### config.mk
export PLATFORM = sky130hd
export DESIGN_NAME = tratador_botoes
export DESIGN_NICKNAME = d
export VERILOG_FILES = /design/src/rtl/tratador_botoes.sv
export SDC_FILE = /design/constraint.sdc
export NUM_CORES = 1
export LEC_CHECK = 0
export CAP_MARGIN = 20
export CORE_UTILIZATION = 56
export CTS_BUF_LIST = sky130_fd_sc_hd__clkbuf_16
export DETAILED_ROUTE_END_ITERATION = 7
export PLACE_DENSITY = 0.76
export REMOVE_ABC_BUFFERS = 1
export SYNTH_ARGS = -nofsm -noshare
export SYNTH_HDL_FRONTEND = slang
export SYNTH_SLANG_ARGS = --single-unit
### constraint.sdc
create_clock -name Clk -period 2.6 [get_ports Clk]
set_input_delay 0.52 -clock Clk [delete_from_list [all_inputs] [get_ports Clk]]
set_output_delay 0.52 -clock Clk [all_outputs]
set_load 0.01 [all_outputs]
### src/rtl/tratador_botoes.sv
`default_nettype none
// +--------------------------------------------------------------------+
// | tratador_botoes: sync, debounce and single/chord classification    |
// | of the two push-buttons.  Revision: 1.0                            |
// +--------------------------------------------------------------------+
module tratador_botoes #(
  parameter int DEBOUNCE_CYCLES = 4,
  parameter int CHORD_CYCLES    = 8
) (
  input  logic       Clk,
  input  logic       Reset,
  input  logic [1:0] KEY,
  output logic       pulso_key0,
  output logic       pulso_key1,
  output logic       pedido_reset,
  output logic       key0_estavel,
  output logic       key1_estavel,
  output logic       ocupado
);

  localparam int DW = (DEBOUNCE_CYCLES > 1) ? $clog2(DEBOUNCE_CYCLES) : 1;
  localparam int CW = (CHORD_CYCLES > 1) ? $clog2(CHORD_CYCLES) : 1;
  localparam logic [DW-1:0] C_DB_LAST = DW'(DEBOUNCE_CYCLES - 1);
  localparam logic [CW-1:0] C_CH_LAST = CW'(CHORD_CYCLES - 1);

  localparam logic [1:0] C_IDLE   = 2'd0;
  localparam logic [1:0] C_ESPERA = 2'd1;
  localparam logic [1:0] C_SOLTA  = 2'd2;

  logic [1:0]    sync1_q, sync2_q;
  logic [1:0]    w_ks;
  logic [1:0]    state_q, state_d;
  logic          dono_q, dono_d;
  logic [CW-1:0] wcnt_q, wcnt_d;
  logic          p0_q, p0_d, p1_q, p1_d, pr_q, pr_d, ocup_q;
  logic          w_own, w_other;

  // Keys are active-low; invert on entry so everything downstream is active-high.
  always_ff @(posedge Clk) begin
    if (Reset) begin
      sync1_q <= 2'b00;
      sync2_q <= 2'b00;
    end else begin
      sync1_q <= ~KEY;
      sync2_q <= sync1_q;
    end
  end

  for (genvar i = 0; i < 2; i++) begin : g_deb
    logic [DW-1:0] cnt_q;
    logic          ks_q;
    always_ff @(posedge Clk) begin
      if (Reset) begin
        cnt_q <= '0;
        ks_q  <= 1'b0;
      end else if (sync2_q[i] == ks_q) begin
        cnt_q <= '0;
      end else if (cnt_q == C_DB_LAST) begin
        ks_q  <= sync2_q[i];
        cnt_q <= '0;
      end else begin
        cnt_q <= cnt_q + 1'b1;
      end
    end
    assign w_ks[i] = ks_q;
  end

  assign w_own   = dono_q ? w_ks[1] : w_ks[0];
  assign w_other = dono_q ? w_ks[0] : w_ks[1];

  always_ff @(posedge Clk) begin
    if (Reset) begin
      state_q <= C_IDLE;
      dono_q  <= 1'b0;
      wcnt_q  <= '0;
      p0_q    <= 1'b0;
      p1_q    <= 1'b0;
      pr_q    <= 1'b0;
      ocup_q  <= 1'b0;
    end else begin
      state_q <= state_d;
      dono_q  <= dono_d;
      wcnt_q  <= wcnt_d;
      p0_q    <= p0_d;
      p1_q    <= p1_d;
      pr_q    <= pr_d;
      ocup_q  <= (state_d != C_IDLE);
    end
  end

  always_comb begin
    state_d = state_q;
    dono_d  = dono_q;
    wcnt_d  = wcnt_q;
    case (state_q)
      C_IDLE: begin
        if (w_ks == 2'b11) begin
          state_d = C_SOLTA;
        end else if (w_ks != 2'b00) begin
          dono_d  = w_ks[1];
          wcnt_d  = '0;
          state_d = C_ESPERA;
        end
      end
      C_ESPERA: begin
        if (w_other)                    state_d = C_SOLTA;
        else if (!w_own)                state_d = C_IDLE;
        else if (wcnt_q == C_CH_LAST)   state_d = C_SOLTA;
        else                            wcnt_d  = wcnt_q + 1'b1;
      end
      C_SOLTA: begin
        if (w_ks == 2'b00) state_d = C_IDLE;
      end
      default: state_d = C_IDLE;
    endcase
  end

  // Strobes are decoded from the transition being taken and registered next edge.
  always_comb begin
    p0_d = 1'b0;
    p1_d = 1'b0;
    pr_d = 1'b0;
    case (state_q)
      C_IDLE: pr_d = (w_ks == 2'b11);
      C_ESPERA: begin
        if (w_other) begin
          pr_d = 1'b1;
        end else if (!w_own || (wcnt_q == C_CH_LAST)) begin
          p0_d = ~dono_q;
          p1_d = dono_q;
        end
      end
      default: ;
    endcase
  end

  assign pulso_key0   = p0_q;
  assign pulso_key1   = p1_q;
  assign pedido_reset = pr_q;
  assign key0_estavel = w_ks[0];
  assign key1_estavel = w_ks[1];
  assign ocupado      = ocup_q;

endmodule
`default_nettype wire

## Yosys cells after proc, flatten, opt, wreduce, memory -nomap -nowiden

Cells that the tools add are included.

| word-level totals | value |
|---|---|
| bits in registers | 20 |
| output and inout port bits | 6 |
| bits in read-only memories | 0 |
| input bits | 4 |
| memories | 0 |
| latch bits | 0 |
| memory bits (writable) | 0 |

| cells by class | value |
|---|---|
| order comparisons | 0 |
| equal/unequal tests | 13 |
| bitwise logic cells | 7 |
| muxes and demuxes | 17 |
| div/mod/pow operators | 0 |
| reduce and logical (&&, ||, !) cells | 14 |
| add/subtract/negate cells | 3 |
| shift-type cells | 0 |
| multipliers | 0 |

Operator list:

| operator | number |
|---|---|
| 3-bit two-way mux | 5 |
| 2-bit two-way mux | 6 |
| 2-bit != test (second input constant) | 5 |
| 2-bit == test (second input constant) | 4 |
| 1-bit NOT | 6 |
| 2-bit one-hot mux with 3 select lines | 1 |
| 3-bit one-hot mux with 2 select lines | 1 |
| 6-bit AND reduction | 1 |
| 2-bit nonzero test | 3 |
| 3-bit OR reduction | 2 |
| 2-bit by 1-bit adder with 2-bit output (second input constant) | 2 |
| 2-bit zero test | 2 |
| 2-bit AND reduction | 2 |
| 4-bit OR reduction | 1 |
| 3-bit by 1-bit adder with 3-bit output (second input constant) | 1 |
| 3-bit == test (second input constant) | 1 |
| 1-bit two-way mux | 3 |
| 3-bit AND reduction | 1 |
| 1-bit == test | 2 |
| 2-bit by 1-bit == test with 1-bit output (second input constant) | 1 |
| 2-bit NOT | 1 |
| 1-bit one-hot mux with 2 select lines | 1 |
| 1-bit zero test | 1 |
| 1-bit logical OR | 1 |

## Depth between registers and ports, before layout

| logic depth | value |
|---|---|
| depth after elaboration | 6 |
| gate-level depth with buffers | 6 |
| depth with buffers taken out | 5 |

## Worst setup path before layout

OpenSTA, ideal clock, no wires.

| path | value |
|---|---|
| kind | flip-flop to flip-flop |
| from | register g_deb[0].ks_q (netlist: key0_estavel) |
| to | register wcnt_q[0] |
| data arrival time | 1375 ps |
| library setup time | 121 ps |
| cell stages (with the launch flop) | 6 |
| slack | 1104 ps |
| path through | dfxtp_1 inv_1 ha_1 nor2_1 a32oi_4 mux2_4 |

| on the way | value |
|---|---|
| longest elaborated chain between the ends | 3 |
| elaborated cells between the ends (all ways) | 9 |
| classes of those cells | eq/ne (5); mux (2); reduce/logical (2) |

Ends and longest elaborated chain:

| what | line | text |
|---|---|---|
| from (decl) | 51 | `logic ks_q;` |
| from (signal assigned) | 59 | `ks_q <= sync2_q[i];` |
| 2-bit == test, or another cell as far along | 97 | `if (w_ks == 2'b11) begin` |
| 2-bit != test (no line) | n/a |  |
| 6-bit AND reduction (no line) (*) | n/a |  |
| to (signal assigned) | 83 | `wcnt_q <= wcnt_d;` |
| to (decl) | 34 | `logic [CW-1:0] wcnt_q, wcnt_d;` |

Every way passes the cells marked *; elsewhere a longest branch is shown, timed or not.
A chain may end at the register's enable or synchronous reset.

## Worst setup path after layout

| path | value |
|---|---|
| from | register g_deb[1].ks_q (netlist: key1_estavel) |
| to | output key1_estavel |

RTL lines:

| what | line | text |
|---|---|---|
| from (decl) | 51 |  |
| from (signal assigned) | 59 |  |
| to (decl) | 17 | `output logic key1_estavel,` |

No word-level cell between the ends.

==> impl_metrics.toml <==
[run_status]
outcome = "complete, no violations"

[clock_network]
cts_resized = 0
cts_made_buffers = 3
h-tree-depth = 1
post_cts_buffers = 0
clock-sinks = 20
path_clk_slew_ps = 50
cts-hold-fix-buffers = 0
cts_buffer_depth = 2
clockRootBuffer = "clkbuf_16"
cts_tree = "done"
clk_latency_ps = 250

[worst_setup_path]
crit_path_top_delay_cell = "clkdlybuf4s50_1"
end_kind = "primary output"
crit_family = "buffers and inverters"
arrival_ps = 1390
crit_chain = "clkdlybuf4s50_1"
cp_num_buf_inv = 1
critPathKind = "reg2out"
critPathMaxStageDelay_ps = 610
cp-start-kind = "register"
critical_path_required_ps = 2080
worst-path-max-fanout = 10

[detailed_routing]
viasPerCell = 5.54
firstDrtPassIters = 4
drc = 0
detail-route-antenna-nets = 0
vias = 615
wirelength_mm = 1.45
avgRoutedWirePerCell_um = 13.1
drt_iter0_markers = 10

[timing]
rsz0062_at_grt = "false"
period_share_pct = 73.5
hold_viol = 0
final.setup.tns_ps = 0
maxSlewViolCount = 0
clock_skew_ps = 3.04
setup_viol = 0
fmax_mhz = 523
layout_min_cycle_time_ps = 1910
tightest_slew_ps = 369
slew_headroom_pct = 74.8

[synth]
synth_area_um2 = 851
netlist_instances = 85
ys_types = 25
ys_warn_count = 0
ys_ff_latch = 20
yosysSeqAreaShare_pct = 47.1
syn_avg_cell_area_um2 = 10.0

[flow_run]
cap_violations = 0

[pwr]
irDropWorstVdd_uv = 521
p_leak_uw = 0.000415
power_density_nw_per_um2 = 616
p_total_uw = 635

[floorplan]
start_util_pct = 63.0
core.rowCount = 13
core_area_um2 = 1350
dieArea_um2 = 1680
die_h_um = 41.0
fp.dieW_um = 41.0
ios = 10

[cells_and_area]
fillers = 85
multi_input_area_um2 = 417
drive_gt1_share_pct = 7.29
nets = 107
syn_to_final_growth_pct = 21.2
fin_util_pct = 76.4
seqCellArea_um2 = 400
diodes = 0

[global_routing]
grt_pass1_vias = 511
grt_max_degree = 12
overflow = 0
antenna_found_initial = 0
grt_usage_pct = 21.0
grt_pass1_wl_mm = 2.21

[placement]
finalWeightedCongestion = 0.808
dp_hpwl_um = 973
io_buffers = 9

[worst_hold_path]
hold_class = "reg2reg"
per-stage QoR:
stage	hold WS, ps	area [um2]	cells	setup slack [ps]
detailed placement	412	952	107	770
global route	458	1030	111	649
floorplan	397	836	82	1100
finish	415	1030	111	689
CTS	420	1030	111	695
global placement	406	952	107	815
layer usage:
layer	share of wire, %	vias up	GRT usage (%)
met1	50	289	26.2
met2	46	17	32.4
met3	2.8	2	4.89
met5	0	-	0
li1	-	307	-
met4	0.83	0	12.5
placed cells by master, fill, tap and decap left out, types with 2 or more instances in the layout:
cell / count
dfxtp_1: 20
nor2_1: 14
clkdlybuf4s50_1: 9
nor2b_1: 6
ha_1: 6
inv_1: 5
mux2i_1: 5
nand2_1: 5
nand2b_1: 4
clkbuf_16: 3
xnor2_1: 2
or3_1: 2
final cells by class:
| type | instances | share of cell area, % |
|---|---|---|
| Clock buffer | 3 | 7.28 |
| Clock inverter | 1 | 0.364 |
| Inverter | 5 | 1.82 |
| Multi-Input combinational cell | 57 | 40.4 |
| Sequential cell | 20 | 38.8 |
| Tap cell | 15 | 1.82 |
| Timing Repair Buffer | 10 | 9.47 |
logic make-up after synthesis:
logic type / after synthesis / synth area share (%)
AOI/OAI and AO/OA: 10 / 11.8
xor gates and xnor gates: 2 / 2.06
adders and majority gates: 6 / 8.82
buffers and inverters: 8 / 3.97
DFF: 20 / 47.1
muxes: 6 / 7.65
and+or+nand+nor: 33 / 18.7
synth_stat cells, drive strengths merged:
cell type,count,area share [%]
buf,1,0.88
clkbuf,2,0.88
a211oi,1,0.88
nor2,14,6.2
dfxtp,20,47
xnor2,2,2.1
ha,6,8.8
nor2b,6,4.4
nand3,1,0.59
inv,5,2.2
a2111oi,1,1.0
nand2b,4,2.9
o2111a,1,1.3
mux2,1,1.8
a21oi,1,0.59
mux2i,5,5.9
a21o,1,0.88
and2b,1,0.88
or3,2,1.5
o21ai,1,0.59
a311oi,1,1.0
o22ai,2,2.2
nand2,5,2.2
a32oi,1,3.2
state kept, by name, indices dropped and copies added (netlist names):
name and cells:
key0_estavel 1, state_q 2, wcnt_q 3, g_deb.cnt_q 4, sync1_q 2, pedido_reset 1, dono_q 1, pulso_key1 1
ocupado 1, pulso_key0 1, sync2_q 2, key1_estavel 1
path summary, 6_finish.rpt:
| kind | slack, ps | startpoint | cells past startpoint | to |
|---|---|---|---|---|
| max | 690 | key1_estavel$_SDFFE_PP0P_ | 1 | key1_estavel |
| min | 410 | g_deb[0].cnt_q[0]$_SDFF_PP0_ | 1 | g_deb[0].cnt_q[0]$_SDFF_PP0_ |
| max reg2reg | 990 | key0_estavel$_SDFFE_PP0P_ | 5 | wcnt_q[0]$_SDFFE_PP0P_ |
| min reg2reg | 410 | g_deb[0].cnt_q[0]$_SDFF_PP0_ | 1 | g_deb[0].cnt_q[0]$_SDFF_PP0_ |
report_power, final:
group	leakage (uW)	total, uW	switching (uW)	internal [uW]
sequential	0.000162	312	1.49	311
clock	0.0000385	307	103	204
combinational	0.000215	15.4	6.61	8.79
(Power assumes the default switching activity.)
